File: src/rtl/uart_tx.sv
// UART transmitter: start bit, DATA_WIDTH payload bits LSB first, optional parity, stop bit.
// Define UART_TX_PARITY_EN to build the parity bit; otherwise PAR_EN/PAR_TYP are ignored.
module uart_tx #(
    parameter int DATA_WIDTH = 8
) (
    input  logic                  clk,
    input  logic                  rst,
    input  logic [DATA_WIDTH-1:0] P_DATA,
    input  logic                  DATA_VALID,
    input  logic                  PAR_EN,
    input  logic                  PAR_TYP,
    input  logic [5:0]            Prescale,
    output logic                  TX_OUT,
    output logic                  busy
);

    localparam int BW = (DATA_WIDTH > 1) ? $clog2(DATA_WIDTH) : 1;
    localparam logic [BW-1:0] LAST_BIT = BW'(DATA_WIDTH - 1);

    typedef enum logic [2:0] {
        S_IDLE   = 3'd0,
        S_START  = 3'd1,
        S_DATA   = 3'd2,
`ifdef UART_TX_PARITY_EN
        S_PARITY = 3'd3,
`endif
        S_STOP   = 3'd4
    } state_t;

    state_t                r_state;
    logic [5:0]            r_cnt;
    logic [BW-1:0]         r_bit;
    logic [DATA_WIDTH-1:0] r_data;
    logic [5:0]            r_presc;
    logic                  r_tx;
    logic                  r_busy;

    state_t                w_state_nxt;
    logic [5:0]            w_cnt_nxt;
    logic [5:0]            w_cnt_step;
    logic [BW-1:0]         w_bit_nxt;
    logic                  w_bit_done;
    logic                  w_tx_nxt;
    logic                  w_busy_nxt;
    logic                  w_start_req;

`ifdef UART_TX_PARITY_EN
    logic                  r_par_en;
    logic                  r_par_typ;
    logic                  w_parity;

    assign w_parity = (^r_data) ^ r_par_typ;
`else
    logic                  w_unused_par;

    assign w_unused_par = PAR_EN ^ PAR_TYP;
`endif

    assign w_start_req = (r_state == S_IDLE) && DATA_VALID;
    assign w_bit_done  = (r_cnt == r_presc - 6'd1);
    assign w_cnt_step  = w_bit_done ? 6'd0 : r_cnt + 6'd1;

    // State, counters and registered line outputs
    always_ff @(posedge clk) begin
        if (rst) begin
            r_state <= S_IDLE;
            r_cnt   <= 6'd0;
            r_bit   <= '0;
            r_tx    <= 1'b1;
            r_busy  <= 1'b0;
        end else begin
            r_state <= w_state_nxt;
            r_cnt   <= w_cnt_nxt;
            r_bit   <= w_bit_nxt;
            r_tx    <= w_tx_nxt;
            r_busy  <= w_busy_nxt;
        end
    end

    // Request fields are captured only on acceptance and held for the frame
    always_ff @(posedge clk) begin
        if (rst) begin
            r_data  <= '0;
            r_presc <= 6'd0;
`ifdef UART_TX_PARITY_EN
            r_par_en  <= 1'b0;
            r_par_typ <= 1'b0;
`endif
        end else if (w_start_req) begin
            r_data  <= P_DATA;
            r_presc <= (Prescale == 6'd0) ? 6'd1 : Prescale;
`ifdef UART_TX_PARITY_EN
            r_par_en  <= PAR_EN;
            r_par_typ <= PAR_TYP;
`endif
        end
    end

    always_comb begin
        w_state_nxt = r_state;
        w_cnt_nxt   = 6'd0;
        w_bit_nxt   = '0;
        case (r_state)
            S_IDLE: begin
                if (DATA_VALID) begin
                    w_state_nxt = S_START;
                end
            end
            S_START: begin
                w_cnt_nxt = w_cnt_step;
                if (w_bit_done) begin
                    w_state_nxt = S_DATA;
                end
            end
            S_DATA: begin
                w_cnt_nxt = w_cnt_step;
                w_bit_nxt = r_bit;
                if (w_bit_done) begin
                    if (r_bit == LAST_BIT) begin
                        w_bit_nxt = '0;
`ifdef UART_TX_PARITY_EN
                        w_state_nxt = r_par_en ? S_PARITY : S_STOP;
`else
                        w_state_nxt = S_STOP;
`endif
                    end else begin
                        w_bit_nxt = r_bit + 1'b1;
                    end
                end
            end
`ifdef UART_TX_PARITY_EN
            S_PARITY: begin
                w_cnt_nxt = w_cnt_step;
                if (w_bit_done) begin
                    w_state_nxt = S_STOP;
                end
            end
`endif
            S_STOP: begin
                w_cnt_nxt = w_cnt_step;
                if (w_bit_done) begin
                    w_state_nxt = S_IDLE;
                end
            end
            default: begin
                w_state_nxt = S_IDLE;
            end
        endcase
    end

    // Outputs are decoded from the next state so they register in step with it
    always_comb begin
        w_tx_nxt   = 1'b1;
        w_busy_nxt = 1'b1;
        case (w_state_nxt)
            S_IDLE: begin
                w_busy_nxt = 1'b0;
            end
            S_START: begin
                w_tx_nxt = 1'b0;
            end
            S_DATA: begin
                w_tx_nxt = r_data[w_bit_nxt];
            end
`ifdef UART_TX_PARITY_EN
            S_PARITY: begin
                w_tx_nxt = w_parity;
            end
`endif
            S_STOP: begin
                w_tx_nxt = 1'b1;
            end
            default: begin
                w_busy_nxt = 1'b0;
            end
        endcase
    end

    assign TX_OUT = r_tx;
    assign busy   = r_busy;

endmodule

File: config.mk
export PLATFORM = sky130hd
export DESIGN_NAME = uart_tx
export DESIGN_NICKNAME = d
export VERILOG_FILES = /design/src/rtl/uart_tx.sv
export SDC_FILE = /design/constraint.sdc
export NUM_CORES = 1
export LEC_CHECK = 0
export CELL_PAD_IN_SITES_DETAIL_PLACEMENT = 2
export CELL_PAD_IN_SITES_GLOBAL_PLACEMENT = 2
export CORE_ASPECT_RATIO = 0.7
export CORE_UTILIZATION = 29
export DETAILED_ROUTE_END_ITERATION = 10
export PLACE_DENSITY = 0.81
export REMOVE_ABC_BUFFERS = 1
export SETUP_SLACK_MARGIN = 0.3
export SLEW_MARGIN = 20
export SYNTH_ARGS = -nofsm -noshare
export SYNTH_HDL_FRONTEND = slang
export SYNTH_SLANG_ARGS = --single-unit
export TNS_END_PERCENT = 30
File: constraint.sdc
create_clock -name clk -period 2.9 [get_ports clk]
set_clock_uncertainty 0.1 [all_clocks]
set_input_delay 0.58 -clock clk [delete_from_list [all_inputs] [get_ports clk]]
set_output_delay 0.58 -clock clk [all_outputs]
set_load 0.01 [all_outputs]
## Word level (Yosys, flattened, before mapping)

Index checks and enable logic that the tools add are counted.
W data, S select, Z words.

| word-level totals | value |
|---|---|
| register bits | 28 |
| input bits | 19 |
| output and inout port bits | 2 |
| word-level logic and storage cells | 40 |

| operators by class | value |
|---|---|
| add/sub/neg operators | 3 |
| magnitude comparators | 1 |
| equality and inequality tests | 8 |
| multiplexer cells | 14 |
| bitwise gates (word level) | 1 |
| reduce and logical (&&, ||, !) cells | 6 |

Operator list:

| kind | number |
|---|---|
| $mux W3 | 8 |
| $pmux W3 S4 | 1 |
| $eq A3 B3 Y1 const B | 3 |
| $reduce_or A3 Y1 | 3 |
| $add A6 B1 Y6 const B | 1 |
| $eq A3 B1 Y1 const B | 2 |
| $eq A3 B2 Y1 const B | 2 |
| $eq A6 B6 Y1 | 1 |
| $logic_not A6 Y1 | 1 |
| $mux W6 | 1 |
| $sub A6 B1 Y6 const B | 1 |
| $lt A3 B4 Y1 const B | 1 |
| $add A3 B1 Y3 const B | 1 |
| $bmux W1 S3 | 1 |
| $logic_not A3 Y1 | 1 |
| $mux W1 | 2 |
| $pmux W1 S2 | 1 |
| $logic_and A1 B1 Y1 | 1 |
| $not A1 Y1 | 1 |

## Logic depth before layout (Yosys ltp)

| depth | value |
|---|---|
| depth in word-level cells | 7 |
| gate-level depth with buffers | 12 |
| mapped depth without buffers | 10 |

## Worst setup path after synthesis

Ideal clock, no wire load.

| timing | value |
|---|---|
| path kind | flip-flop to flip-flop |
| start | register r_presc[0] |
| end | register r_tx (netlist: TX_OUT) |
| library setup time | 95 ps |
| arrival | 2497 ps |
| required time | 2705 ps |
| slack | 207 ps |
| stages on the path, launching flop included | 12 |
| path buffers | 1 |
| clock period less this slack | 2693 ps |
| cell sequence | dfxtp_1 > inv_1 > ha_1 > xnor2_1 > a21o_2 > o21ai_0 > and2_1 > buf_6 > mux2_2 > o2111a_1 > or4_1 > o311ai_1 |

| between the ends | value |
|---|---|
| cells in the longest elaborated chain, start to end | 7 |
| elaborated cells on any way between the ends | 13 |
| those cells by class | add/sub (1); eq/ne (3); mux (9) |

RTL lines:

| what | line | text |
|---|---|---|
| from (decl) | 34 | `logic [5:0] r_presc;` |
| from (signal assigned) | 91 | `r_presc <= (Prescale == 6'd0) ? 6'd1 : Prescale;` |
| $sub A6 B1 Y6 (*) | 60 | `assign w_bit_done = (r_cnt == r_presc - 6'd1);` |
| $eq A6 B6 Y1 (*) | 60 |  |
| $mux W3 | 118 | `if (w_bit_done) begin` |
| $mux W3 | 103 | `case (r_state)` |
| $bmux W1 S3 | 163 | `w_tx_nxt = r_data[w_bit_nxt];` |
| $mux W1 (not written as such) | 163 |  |
| $pmux W1 S2 (*) | 155 | `case (w_state_nxt)` |
| to (signal assigned) | 75 | `r_tx <= w_tx_nxt;` |
| to (decl) | 35 | `logic r_tx;` |

Every way passes the cells marked *; elsewhere a longest branch is shown, timed or not. The select of a mux whose other input is x is not followed.
A chain may end at the register's enable or synchronous reset.

## Worst setup path after layout

Ends and elaborated chain as after synthesis.

==> qor.yml <==
power:
  ir_drop_v: 0.000145
  p_per_area_nw_per_um2: 467
  power_uw: 889
  p_leak_nw: 0.733
placed_design:
  dpl_worst_slack_ns: -0.172
  dp_cells: 260
  dp_hpwl_um: 3120
  routabilityCongestion: 0.810
  portBuffers: 18
  dpl-instance-area_um2: 1720
critical_path:
  crit_fanout: 7
  crit_required_ns: 3.00
  cp_cell_sequence: "buf_4 > nor3_4 > a21oi_2 > nor4b_4 > and2_4 > mux2_4 > o2111a_1 > or4_4 > o311ai_2"
  reg2reg_slack_ns: 0.19
  r2r-end: "TX_OUT"
  crit_path_start_kind: "flip-flop"
  reg2reg_from: "r_presc[0]"
  path_class: "reg2reg"
  critPathCaptureType: "flip-flop"
  cpMaxStageDelayCell: "or4_4"
  crit_family: "simple AND/OR/NAND/NOR gates"
  cp_num_buf_inv: 1
  cp_data_arrival_time_ns: 2.80
  slowest_delay_ns: 0.52
  crit_cells: 9
  reg2reg_depth: 9
finish:
  layout-drive-gt1-share_pct: 20.7
  final_area_um2: 1910
  syn_to_final_growth_pct: 28.5
  fin_nets: 222
  instances_no_fill: 267
  seq_area_um2: 563
  antenna-diode-count: 0
  fill_cells: 560
  multi_input_comb_area_um2: 896
route:
  vias: 1328
  wl_met1_um: 2070
  drtAntennaViolNets: 0
  post-route-drc-count: 0
  drt-wirelength-per-cell_um: 17.2
  wl_met2_um: 2310
  routed_wl_um: 4590
  dr.first_iter.drc_count: 28
  drtPass1Iterations: 4
  top_layer_used: "met4"
  viasPerCell: 4.97
  wl_met3_um: 118
floorplan:
  die_x_um: 87.5
  die-area_um2: 5410
  die_h_um: 61.8
  rows: 21
  core_um2: 4830
  initial_utilization_pct: 30.7
  io_pins: 21
sta:
  hold_ws_ns: 0.371
  max_freq_ghz: 0.369
  fin_crit_ns: 2.71
  final-hold-violation-count: 0
  setup_viol: 0
  slew_headroom_pct: 53.9
  fin_ws_ns: 0.193
  grt_setup_unrepaired: "true"
  worst_pin_slew_ns: 0.688
  min_period_over_period_pct: 93.3
  slew_viol_final: 0
global_route:
  overflow: 0
  grt_pass1_vias: 1443
  grt_pass1_wl_um: 7350
  grt_use_total_pct: 18.3
  grt_max_degree: 17
  antenna_found_initial: 0
synthesis:
  synth_cell_type_count: 44
  synth.top_cell.area_share_pct: 37.8
  synthCells: 174
  yosysTopAreaCell: "dfxtp_1"
  avgSynthCellArea_um2: 8.52
  ys_seq_elements: 28
  ys_warn_count: 0
  yosys-top-cells-area: "dfxtp_1 (38%), nand2_1 (8.1%), a21oi_1 (6.1%)"
  ys_seq_area_share_pct: 37.8
  synthesis.area_um2: 1480
clock_tree:
  cts_buffers: 3
  clock-root-buffer: "clkbuf_8"
  clkTransAtPathRegs_ns: 0.10
  clockBufferDepth: 2
  cts.sinks: 28
  cts_hold_buf: 0
  htreeDepth: 1
  insertion_delay_ns: 0.28
  cts_tree: "yes"
worst_hold_path:
  min_path_type: "reg2reg"
  hold_path_depth: 2
  holdPathEnd: "r_data[0]"
  hold_path_startpoint: "r_data[0]"
run_status:
  status: "finished clean"
job:
  drv_cap: 0
power breakdown:
part | switching [mW] | leakage [nW] | total [mW] | internal (mW)
Clock | 0.130 | 0.0357 | 0.315 | 0.185
Sequential | 0.0165 | 0.230 | 0.419 | 0.403
Combinational | 0.0762 | 0.468 | 0.155 | 0.0791
routing by layer:
layer | track usage (%) | up-vias
met5 | 0 | -
met4 | 5.62 | 0
met3 | 3.70 | 7
met2 | 33.5 | 27
met1 | 22.1 | 652
li1 | - | 642
worst max path at each step:
stage	start	slack [ns]	to
5_1_grt	r_presc[1]	0.10	TX_OUT
4_1_cts	r_presc[1]	0.13	TX_OUT
6_report	r_presc[0]	0.19	TX_OUT
3_5_place_dp	r_presc[0]	-0.17	TX_OUT
3_3_place_gp	r_presc[0]	0.01	TX_OUT
2_1_floorplan	r_presc[0]	0.05	TX_OUT
Yosys cell counts (all sizes together):
library cell / count
a31oi: 3
or2: 2
o311ai: 1
buf: 3
a21o: 1
or3: 2
o2111a: 1
or4: 2
ha: 4
a311oi: 1
nor3: 4
and2b: 1
a211oi: 2
and2: 1
o21ai: 2
clkbuf: 5
xor2: 6
nor2: 17
mux2: 3
dfxtp: 28
nand3b: 2
nand3: 4
nand4: 2
bufbuf: 1
and3: 1
mux2i: 4
nor4b: 2
o21bai: 1
nand4b: 1
or3b: 2
a21oi: 18
dlygate4sd1: 1
nor4: 1
nand2: 32
xnor2: 6
nand2b: 3
inv: 4
worst reg2reg max path: stages, from the launching register on:
cell	delay, ns
dfxtp_2	0.34
buf_4	0.15
nor3_4	0.26
a21oi_2	0.12
nor4b_4	0.32
and2_4	0.27
mux2_4	0.32
o2111a_1	0.15
or4_4	0.52
o311ai_2	0.08
through the flow:
step                TNS [ns]  utilization [%]
finish                     0             39.4
global route               0             39.4
CTS                        0             38.7
detailed placement    -0.172             35.7
global placement           0             35.7
floorplan                  0                -
kinds of logic after synthesis:
kind of cell    count (synthesis)  share of synthesized area [%]
simple gates                   79                           27.0
compound gates                 30                           12.1
flops                          28                           37.8
buf+inv                        14                           7.68
xor+xnor                       12                           7.09
mux                             7                           4.98
fa+ha+maj                       4                           3.38
cells in the final DEF (no fill, tap or decap), types with 4 or more instances in the layout:
cell type / instances
buf_4: 11
dfxtp_1: 26
nor2_1: 17
nand2_1: 32
xnor2_1: 6
clkdlybuf4s50_1: 18
xor2_1: 6
a21oi_1: 17
nand3_1: 4
state kept, by name (all words and copies together), names as in the netlist:
| name | flops |
|---|---|
| r_bit | 3 |
| r_state | 3 |
| r_data | 8 |
| r_presc | 6 |
| busy | 1 |
| r_cnt | 6 |
| TX_OUT | 1 |
repair_timing:
item | in CTS | in global routing
setup buffers | 3 | 0
endpoints found under the hold margin | 0 | 0
gates resized for setup | 14 | 7
pin swaps | 6 | 5
setup endpoints to repair | 6 | 2
final cells by class:
cell class              instances  area share, %
clock buffers                   3           2.17
clock inverters                 1           1.58
inverters                       4          0.788
multi-input cells             132           47.0
flip-flops and latches         28           29.5
well taps                      69           4.53
repair buffers                 30           14.4
(Power assumes the default switching activity.)
